File: src/rtl/dsp_xor_stream_ctrl_if.sv
// Operand/result stream bundle for the DSP48 XOR front-end.
// The slave modport is the controller's view; the master modport is the producer/consumer side.
interface dsp_xor_stream_ctrl_if #(
   parameter int WIDTH = 48
);
   logic             s_valid;
   logic             s_ready;
   logic [WIDTH-1:0] s_a;
   logic [WIDTH-1:0] s_b;
   logic             m_valid;
   logic             m_ready;
   logic [WIDTH-1:0] m_result;

   modport slave (
      input  s_valid, s_a, s_b, m_ready,
      output s_ready, m_valid, m_result
   );

   modport master (
      output s_valid, s_a, s_b, m_ready,
      input  s_ready, m_valid, m_result
   );
endinterface

File: src/rtl/dsp_xor_stream_ctrl.sv
// Valid/ready wrapper around the free-running DSP48 XOR macro: it tracks in-flight ops,
// captures results into a credit-protected first-word-fall-through FIFO, and streams them out.
module dsp_xor_stream_ctrl #(
   parameter int WIDTH      = 48,
   parameter int LATENCY    = 2,
   parameter int FIFO_DEPTH = 4
) (
   input  logic                 clk,
   input  logic                 rst,
   dsp_xor_stream_ctrl_if.slave io,
   output logic [WIDTH-1:0]     xor_a,
   output logic [WIDTH-1:0]     xor_b,
   output logic                 xor_ce,
   output logic                 xor_rst,
   input  logic [WIDTH-1:0]     xor_result,
   output logic                 busy
);
   localparam int PW = $clog2(FIFO_DEPTH);
   localparam int CW = $clog2(FIFO_DEPTH + 1);
   localparam int PL = (LATENCY > 0) ? LATENCY : 1;

   logic             issue;
   logic             pop;
   logic             cap;
   logic [PL-1:0]    vld_pipe;
   logic [PW-1:0]    wr_ptr;
   logic [PW-1:0]    rd_ptr;
   logic [CW-1:0]    count;
   logic [CW-1:0]    reserved;
   logic [CW-1:0]    reserved_nxt;
   logic             s_ready_q;
   logic [WIDTH-1:0] mem [FIFO_DEPTH];

   assign issue   = io.s_valid & s_ready_q;
   assign pop     = io.m_valid & io.m_ready;

   assign xor_a   = io.s_a;
   assign xor_b   = io.s_b;
   assign xor_ce  = 1'b1;
   assign xor_rst = rst;

   // The shift register mirrors the macro's pipeline; with no macro registers the
   // result is captured in the issue cycle and nothing is ever in flight.
   generate
      if (LATENCY == 0) begin : g_nopipe
         assign vld_pipe = '0;
         assign cap      = issue;
      end else begin : g_pipe
         always_ff @(posedge clk or posedge rst) begin
            if (rst) vld_pipe <= '0;
            else     vld_pipe <= (vld_pipe << 1) | PL'(issue);
         end
         assign cap = vld_pipe[PL-1];
      end
   endgenerate

   // A credit is taken at issue and returned at pop, so capture always has room.
   always_comb begin
      reserved_nxt = reserved;
      if (issue && !pop)      reserved_nxt = reserved + 1'b1;
      else if (!issue && pop) reserved_nxt = reserved - 1'b1;
   end

   always_ff @(posedge clk or posedge rst) begin
      if (rst) begin
         for (int i = 0; i < FIFO_DEPTH; i++) mem[i] <= '0;
         wr_ptr    <= '0;
         rd_ptr    <= '0;
         count     <= '0;
         reserved  <= '0;
         s_ready_q <= 1'b0;
      end else begin
         if (cap) begin
            mem[wr_ptr] <= xor_result;
            wr_ptr      <= wr_ptr + 1'b1;
         end
         if (pop) rd_ptr <= rd_ptr + 1'b1;
         if (cap && !pop)      count <= count + 1'b1;
         else if (!cap && pop) count <= count - 1'b1;
         reserved  <= reserved_nxt;
         s_ready_q <= (reserved_nxt < CW'(FIFO_DEPTH));
      end
   end

   assign io.s_ready  = s_ready_q;
   assign io.m_valid  = (count != '0);
   assign io.m_result = mem[rd_ptr];
   assign busy        = (reserved != '0);

endmodule

File: src/flat_wrapper.sv
// flat-port wrapper written by rule: the top's interface ports become plain ports
module dsp_xor_stream_ctrl_flat 
#(
   parameter int WIDTH      = 48,
   parameter int LATENCY    = 2,
   parameter int FIFO_DEPTH = 4
)
  (clk, rst, xor_a, xor_b, xor_ce, xor_rst, xor_result, busy, io_s_valid, io_s_a, io_s_b, io_m_ready, io_s_ready, io_m_valid, io_m_result);
  dsp_xor_stream_ctrl_if #(.WIDTH(WIDTH)) io_i ();
  input  logic clk;
  input  logic rst;
  output logic [WIDTH-1:0] xor_a;
  output logic [WIDTH-1:0] xor_b;
  output logic xor_ce;
  output logic xor_rst;
  input  logic [WIDTH-1:0] xor_result;
  output logic busy;
  input wire logic [$bits(io_i.s_valid)-1:0] io_s_valid;
  input wire logic [$bits(io_i.s_a)-1:0] io_s_a;
  input wire logic [$bits(io_i.s_b)-1:0] io_s_b;
  input wire logic [$bits(io_i.m_ready)-1:0] io_m_ready;
  output wire logic [$bits(io_i.s_ready)-1:0] io_s_ready;
  output wire logic [$bits(io_i.m_valid)-1:0] io_m_valid;
  output wire logic [$bits(io_i.m_result)-1:0] io_m_result;
  assign io_i.s_valid = io_s_valid;
  assign io_i.s_a = io_s_a;
  assign io_i.s_b = io_s_b;
  assign io_i.m_ready = io_m_ready;
  assign io_s_ready = io_i.s_ready;
  assign io_m_valid = io_i.m_valid;
  assign io_m_result = io_i.m_result;
  dsp_xor_stream_ctrl #(.WIDTH(WIDTH), .LATENCY(LATENCY), .FIFO_DEPTH(FIFO_DEPTH)) u_core (.clk(clk), .rst(rst), .io(io_i), .xor_a(xor_a), .xor_b(xor_b), .xor_ce(xor_ce), .xor_rst(xor_rst), .xor_result(xor_result), .busy(busy));
endmodule
File: config.mk
export PLATFORM = sky130hd
export DESIGN_NAME = dsp_xor_stream_ctrl_flat
export DESIGN_NICKNAME = d
export VERILOG_FILES = /design/src/rtl/dsp_xor_stream_ctrl_if.sv /design/src/rtl/dsp_xor_stream_ctrl.sv /design/src/flat_wrapper.sv
export SDC_FILE = /design/constraint.sdc
export NUM_CORES = 1
export LEC_CHECK = 0
export ABC_AREA = 1
export CAP_MARGIN = 5
export CORE_MARGIN = 2
export CORE_UTILIZATION = 55
export CTS_BUF_LIST = sky130_fd_sc_hd__clkbuf_8
export DETAILED_ROUTE_END_ITERATION = 8
export DONT_BUFFER_PORTS = 1
export GPL_ROUTABILITY_DRIVEN = 0
export GPL_TIMING_DRIVEN = 0
export PLACE_DENSITY = 0.7
export SYNTH_ARGS = -nofsm -noshare
export SYNTH_HDL_FRONTEND = slang
export SYNTH_SLANG_ARGS = --single-unit
File: constraint.sdc
create_clock -name clk -period 11.7 [get_ports clk]
set_input_delay 0 -clock clk [delete_from_list [all_inputs] [get_ports clk]]
set_output_delay 0 -clock clk [all_outputs]
set_load 0.01 [all_outputs]
-- After elaboration in Yosys (flattened, before gate mapping)
Index checks and enable logic that the tools add are counted.
- $add $sub $neg: 6
- multipliers: 0
- div/mod/pow operators: 0
- order comparisons: 4
- eq/ne operators: 0
- shift operators: 0
- mux-type cells: 10
- bitwise gates (word level): 5
- reduce and logical (&&, ||, !) cells: 11
- operator list (cell ; count):
    bitwise mux 192 bit ; 1
    two-way mux 48 bit ; 3
    binary-select mux 48 bit (select 2 bit) ; 1
    demux 48 bit (select 2 bit) ; 1
    two-way mux 3 bit ; 4
    adder 3 x 1 -> 3 bit (second input constant) ; 2
    >= comparator 3 bit (second input constant) ; 2
    inverter 2 -> 3 bit ; 2
    nonzero test 3 bit ; 2
    subtractor 3 x 1 -> 3 bit (second input constant) ; 2
    logical AND 1 bit ; 5
    adder 2 x 1 -> 2 bit (second input constant) ; 2
    zero test 1 bit ; 3
    less-than comparator 3 x 1 -> 1 bit (second input constant) ; 1
    less-than comparator 3 bit (second input constant) ; 1
    bitwise AND 1 bit ; 2
    OR 2 x 1 -> 2 bit ; 1
    nonzero test 2 bit ; 1
- flip-flop bits (word level): 205
- bits in latches: 0
- memory bits (writable): 0
- memory bits (read-only): 0
- input bits: 148
- output and inout port bits: 149
- logic and storage cells: 46
- memories: 0

-- Depth between registers and ports, before layout
- word-level depth: 6
- mapped depth: 11
- gate-level depth less buffers: 11

-- Least setup slack after synthesis
No wires, ideal clock.
- kind: register to register
- start point: register u_core.count[0]
- end point: register u_core.count[2]
- library setup time: 117 ps
- arrival time: 1611 ps
- required time: 11583 ps
- setup slack: 9972 ps
- cell stages (with the launch flop): 11
- buffers on the path: 0
- period minus slack after synthesis: 1728 ps
- cells stage by stage: dfrtp_1 > nor2_1 > nand2_1 > nand2_1 > ha_1 > inv_1 > fa_1 > nand2_1 > nand3_1 > nand2_1 > nand2_1
- cells in the longest elaborated chain, start to end: 5
- elaborated cells on any way between the ends: 10
- those cells by class: 2 x add/sub; 2 x mux; 1 x bitwise; 5 x reduce/logical
- ends and longest elaborated chain (element ; RTL line ; RTL):
    start, declared ; dsp_xor_stream_ctrl.sv:28 ; logic [CW-1:0] count;
    start signal, assigned ; dsp_xor_stream_ctrl.sv:78 ; if (cap && !pop) count <= count + 1'b1;
    start signal, assigned ; dsp_xor_stream_ctrl.sv:79 ; else if (!cap && pop) count <= count - 1'b1;
    nonzero test 3 bit (*) ; dsp_xor_stream_ctrl.sv:86 ; assign io.m_valid = (count != '0);
    named net io_m_valid ; flat_wrapper.sv:23 ; output wire logic [$bits(io_i.m_valid)-1:0] io_m_valid;
    bitwise AND 1 bit (*) ; dsp_xor_stream_ctrl.sv:35 ; assign pop = io.m_valid & io.m_ready;
    zero test 1 bit ; dsp_xor_stream_ctrl.sv:78 ;
    logical AND 1 bit ; dsp_xor_stream_ctrl.sv:78 ;
    two-way mux 3 bit / nonzero test 2 bit (equally long branches) ; n/a ;
Mark *: on every way through the listed nets, which the timed path passes. The rest lies on a longest branch. The select of a mux whose other input is x is not followed.
A chain may end at the register's enable or synchronous reset.

-- Final worst setup path
Ends and elaborated chain as after synthesis.

==> flow_metrics.tcl <==
set metrics [dict create \
    fin_total_pwr_mw 3.238 \
    synth_simple_gate_area_frac 0.1402 \
    cp_cell_sequence "nor2_1 > nand2_1 > nand2_1 > ha_1 > inv_1 > fa_1 > nand2_1 > nand3_1 > nand2_1 > nand2_1" \
    placed_cells_incl_taps 1454 \
    timing.final.hold_violations 0 \
    grt_max_degree 107 \
    pwr-share-clk 0.186 \
    mean_routed_wirelength_per_cell_um 17.29 \
    cp_slowest_cell "dfrtp_1" \
    timing.hold.worst.class "input pin to output port" \
    seqCellArea_um2 5130 \
    cts.htree.levels 2 \
    multi_input_comb_area_um2 3327 \
    first_pass_iters 6 \
    ctsResizeCount 0 \
    setup_tns_ps 0 \
    place_worst_setup_slack_ps 9720 \
    largest_incremental_delay_on_the_critical_path_ps 420 \
    syn2layout_area_growth_pct 14.47 \
    vdd.ir_drop.worst_v 0.0001211 \
    overflow_left_after_global_routing 0 \
    timing.fmax_ghz 0.5017 \
    tritoncts "built" \
    grt_pass1_vias 8207 \
    io-pin-count 297 \
    critical_path.most_common_cell "nand2_1" \
    antenna_found_initial 0 \
    grt_first_pass_wirelength_um 42990 \
    cp.buffers_inverters 1 \
    timing_worst_slew_pin_value_ps 748.8 \
    status "finished, final reports clean" \
    cts.sink_count 205 \
    final_critical_path_required_period_ps 1993 \
    finalSetupViolations 0 \
    worst-path-max-fanout 5 \
    placed_cell_area_um2 10680 \
    route.final.wire_length_um 27090 \
    worst_hold_slack_ps 92.67 \
    synth-seq-area-share 0.4957 \
    post_drt_via_cell_ratio 5.357 \
    ys_ff_latch 205 \
    nNetsFinal 1468 \
    drt_first_iter_violations 642 \
    fillerInstances 1629 \
    postSynthAreaPerCell_um2 8.489 \
    clock_tree.root_cell "clkbuf_8" \
    cap_violations 0 \
    final_layout_size_suffix_gt1_frac 0.1502 \
    cts_buffers 36 \
    clk_pin_slew_ps 50 \
    antenna_violating_nets_post_route 0 \
    share_of_the_cycle_needed_by_the_critical_path_after_routing 0.1703 \
    crit_path_end_kind "flop" \
    final_critical_path_setup_slack_ps 9707 \
    synth_xor_xnor_area_share 0.001693 \
    num_rows 50 \
    cts-root-to-sink-buffers 3 \
    slew_viol_final 0 \
    post_synth_num_cell_types 23 \
    worst_clock_skew_ps 13.74 \
    top_family_by_delay_on_critical_path "simple AND/OR/NAND/NOR gates" \
    pwr-share-seq 0.388 \
    start_kind "flop" \
    synth-adder-area-share 0.01402 \
    muxShareOfSynthArea 0 \
    critical_path_required_ps 12110 \
    unrepaired_setup_endpoints_after_global_routing "no" \
    grt_use_total 0.2732 \
    chipHeight_um 141.2 \
    leakage_nw 6.252 \
    synth_cells 1219 \
    worst-endpoint-arrival_ps 2410 \
    post_cts.repair.setup_buffers 0 \
    synth_top_family_by_area "buffers and inverters" \
    fp.dieArea_um2 19930 \
    portBuffers 0 \
    finish.cell_count_without_fillers 1567 \
    yosysWarningCount 0 \
    max_slew_margin 0.5008 \
    die_width_um 141.2 \
    post_synthesis_compound_gate_area_fraction 0.1652 \
    power_switching_share 0.4177 \
    area_of_all_placed_cells_without_fillers_um2 11850 \
    design.core.area_um2 18580 \
    internal-power_mw 1.885 \
    syn-num-nets 1378 \
    timing_worst_setup_path_type "flop to flop" \
    routed-via-count 8395 \
    drc 0 \
    hpwlAfterDp_um 18010 \
    power.density_cell_area_nw_per_um2 273.3 \
    initial_utilization 0.5570 \
    synth.cell_area_um2 10350 \
    netSwitchingPower_mw 1.353 \
    finish.utilization 0.6376 \
    worst_skew_pair.late_latency_ps 520 \
    power_frac_comb 0.426 \
]
kinds of logic (layout without fill, tap and decap cells):
logic type	Yosys count	after routing
XOR/XNOR	2	2
AND/OR/NAND/NOR	375	375
AO/OA/AOI/OAI	293	293
buffers and inverters	332	445
adder cells (fa/ha/maj)	11	11
flip-flops	205	205
other	1	2
power groups by stage:
stage               clock network (mW)  registers (mW)  logic, mW
floorplan                            0            1.22       1.05
global placement                     0            1.25       1.32
detailed placement                   0            1.26       1.37
CTS                              0.615            1.25       1.39
global route                     0.648            1.30       1.57
finish                           0.603            1.26       1.38
layout by cell type (no fill, tap or decap), drive strengths merged, types with 6 or more instances in the layout:
| master | Yosys | routed |
|---|---|---|
| buf | 148 | 149 |
| clkbuf | 23 | 65 |
| dfrtp | 205 | 205 |
| dlygate4sd3 | 0 | 51 |
| ha | 10 | 10 |
| inv | 161 | 178 |
| nand2 | 366 | 366 |
| nand3 | 6 | 6 |
| o211ai | 96 | 96 |
| o21ai | 195 | 195 |
path summary, 6_finish.rpt:
| path | startpoint | end | slack [ps] | depth (start not counted) |
|---|---|---|---|---|
| worst max-delay path | u_core.count[0] | u_core.count[2] | 9710 | 10 |
| worst min-delay path | io_s_b[12] | xor_b[12] | 90 | 1 |
| worst max register to register | u_core.count[0] | u_core.count[2] | 9710 | 10 |
| worst min register to register | u_core.vld_pipe[0] | u_core.vld_pipe[1] | 350 | 0 |
| max in group asynchronous | rst | u_core.mem[14] | 10620 | 3 |
| min in group asynchronous | rst | u_core.mem[34] | 110 | 2 |
cell type report:
type,instances,share of cell area
diodes,1,0.0002112
plain buffers,171,0.1087
clock buffers,42,0.04880
clock inverters,19,0.006654
inverters,161,0.05165
multi-input cells,682,0.2808
flip-flops and latches,205,0.4330
well taps,234,0.02471
repair buffers,52,0.04542
synthesized netlist by cell type:
master / instances / share of area
nand2_1: 362 / 0.13
dfrtp_1: 205 / 0.50
o21ai_0: 171 / 0.083
inv_1: 159 / 0.058
buf_4: 109 / 0.079
o211ai_1: 96 / 0.070
buf_6: 30 / 0.033
o21ai_1: 24 / 0.012
clkbuf_1: 23 / 0.0083
ha_1: 10 / 0.012
buf_2: 9 / 0.0044
nand3_1: 6 / 0.0029
nand2_4: 4 / 0.0044
inv_2: 2 / 0.00073
a21boi_0: 1 / 0.00073
a21oi_1: 1 / 0.00048
conb_1: 1 / 0.00036
fa_1: 1 / 0.0019
nand3b_1: 1 / 0.00073
nand4_1: 1 / 0.00060
nor2_1: 1 / 0.00036
xnor2_1: 1 / 0.00085
xor2_1: 1 / 0.00085
layer usage:
metal  up-vias  GRT usage  routed length [µm]
met5         -          0                   0
met2       368     0.4701               13340
met3        55    0.04891                2056
met4         0    0.08263                 596
met1      4014     0.3548               11090
li1       3958          -                   -
what timing repair did:
action,CTS,global route
endpoints found under the hold margin,304,0
hold buffers,51,0
endpoints found under the setup margin,0,0
sequential cells by signal (all words and copies together), names as in the netlist:
name	cells
u_core.mem	192
u_core.count	3
u_core.reserved	3
u_core.rd_ptr	2
u_core.vld_pipe	2
u_core.wr_ptr	2
u_core.io.s_ready	1
worst reg2reg max path, cell delays in order (launching register included):
cell,delay (ps)
dfrtp_1,420
nor2_1,110
nand2_1,170
nand2_1,250
ha_1,210
inv_1,70
fa_1,380
nand2_1,110
nand3_1,80
nand2_1,60
nand2_1,40
Note: power is estimated with default switching activity, not from simulation.
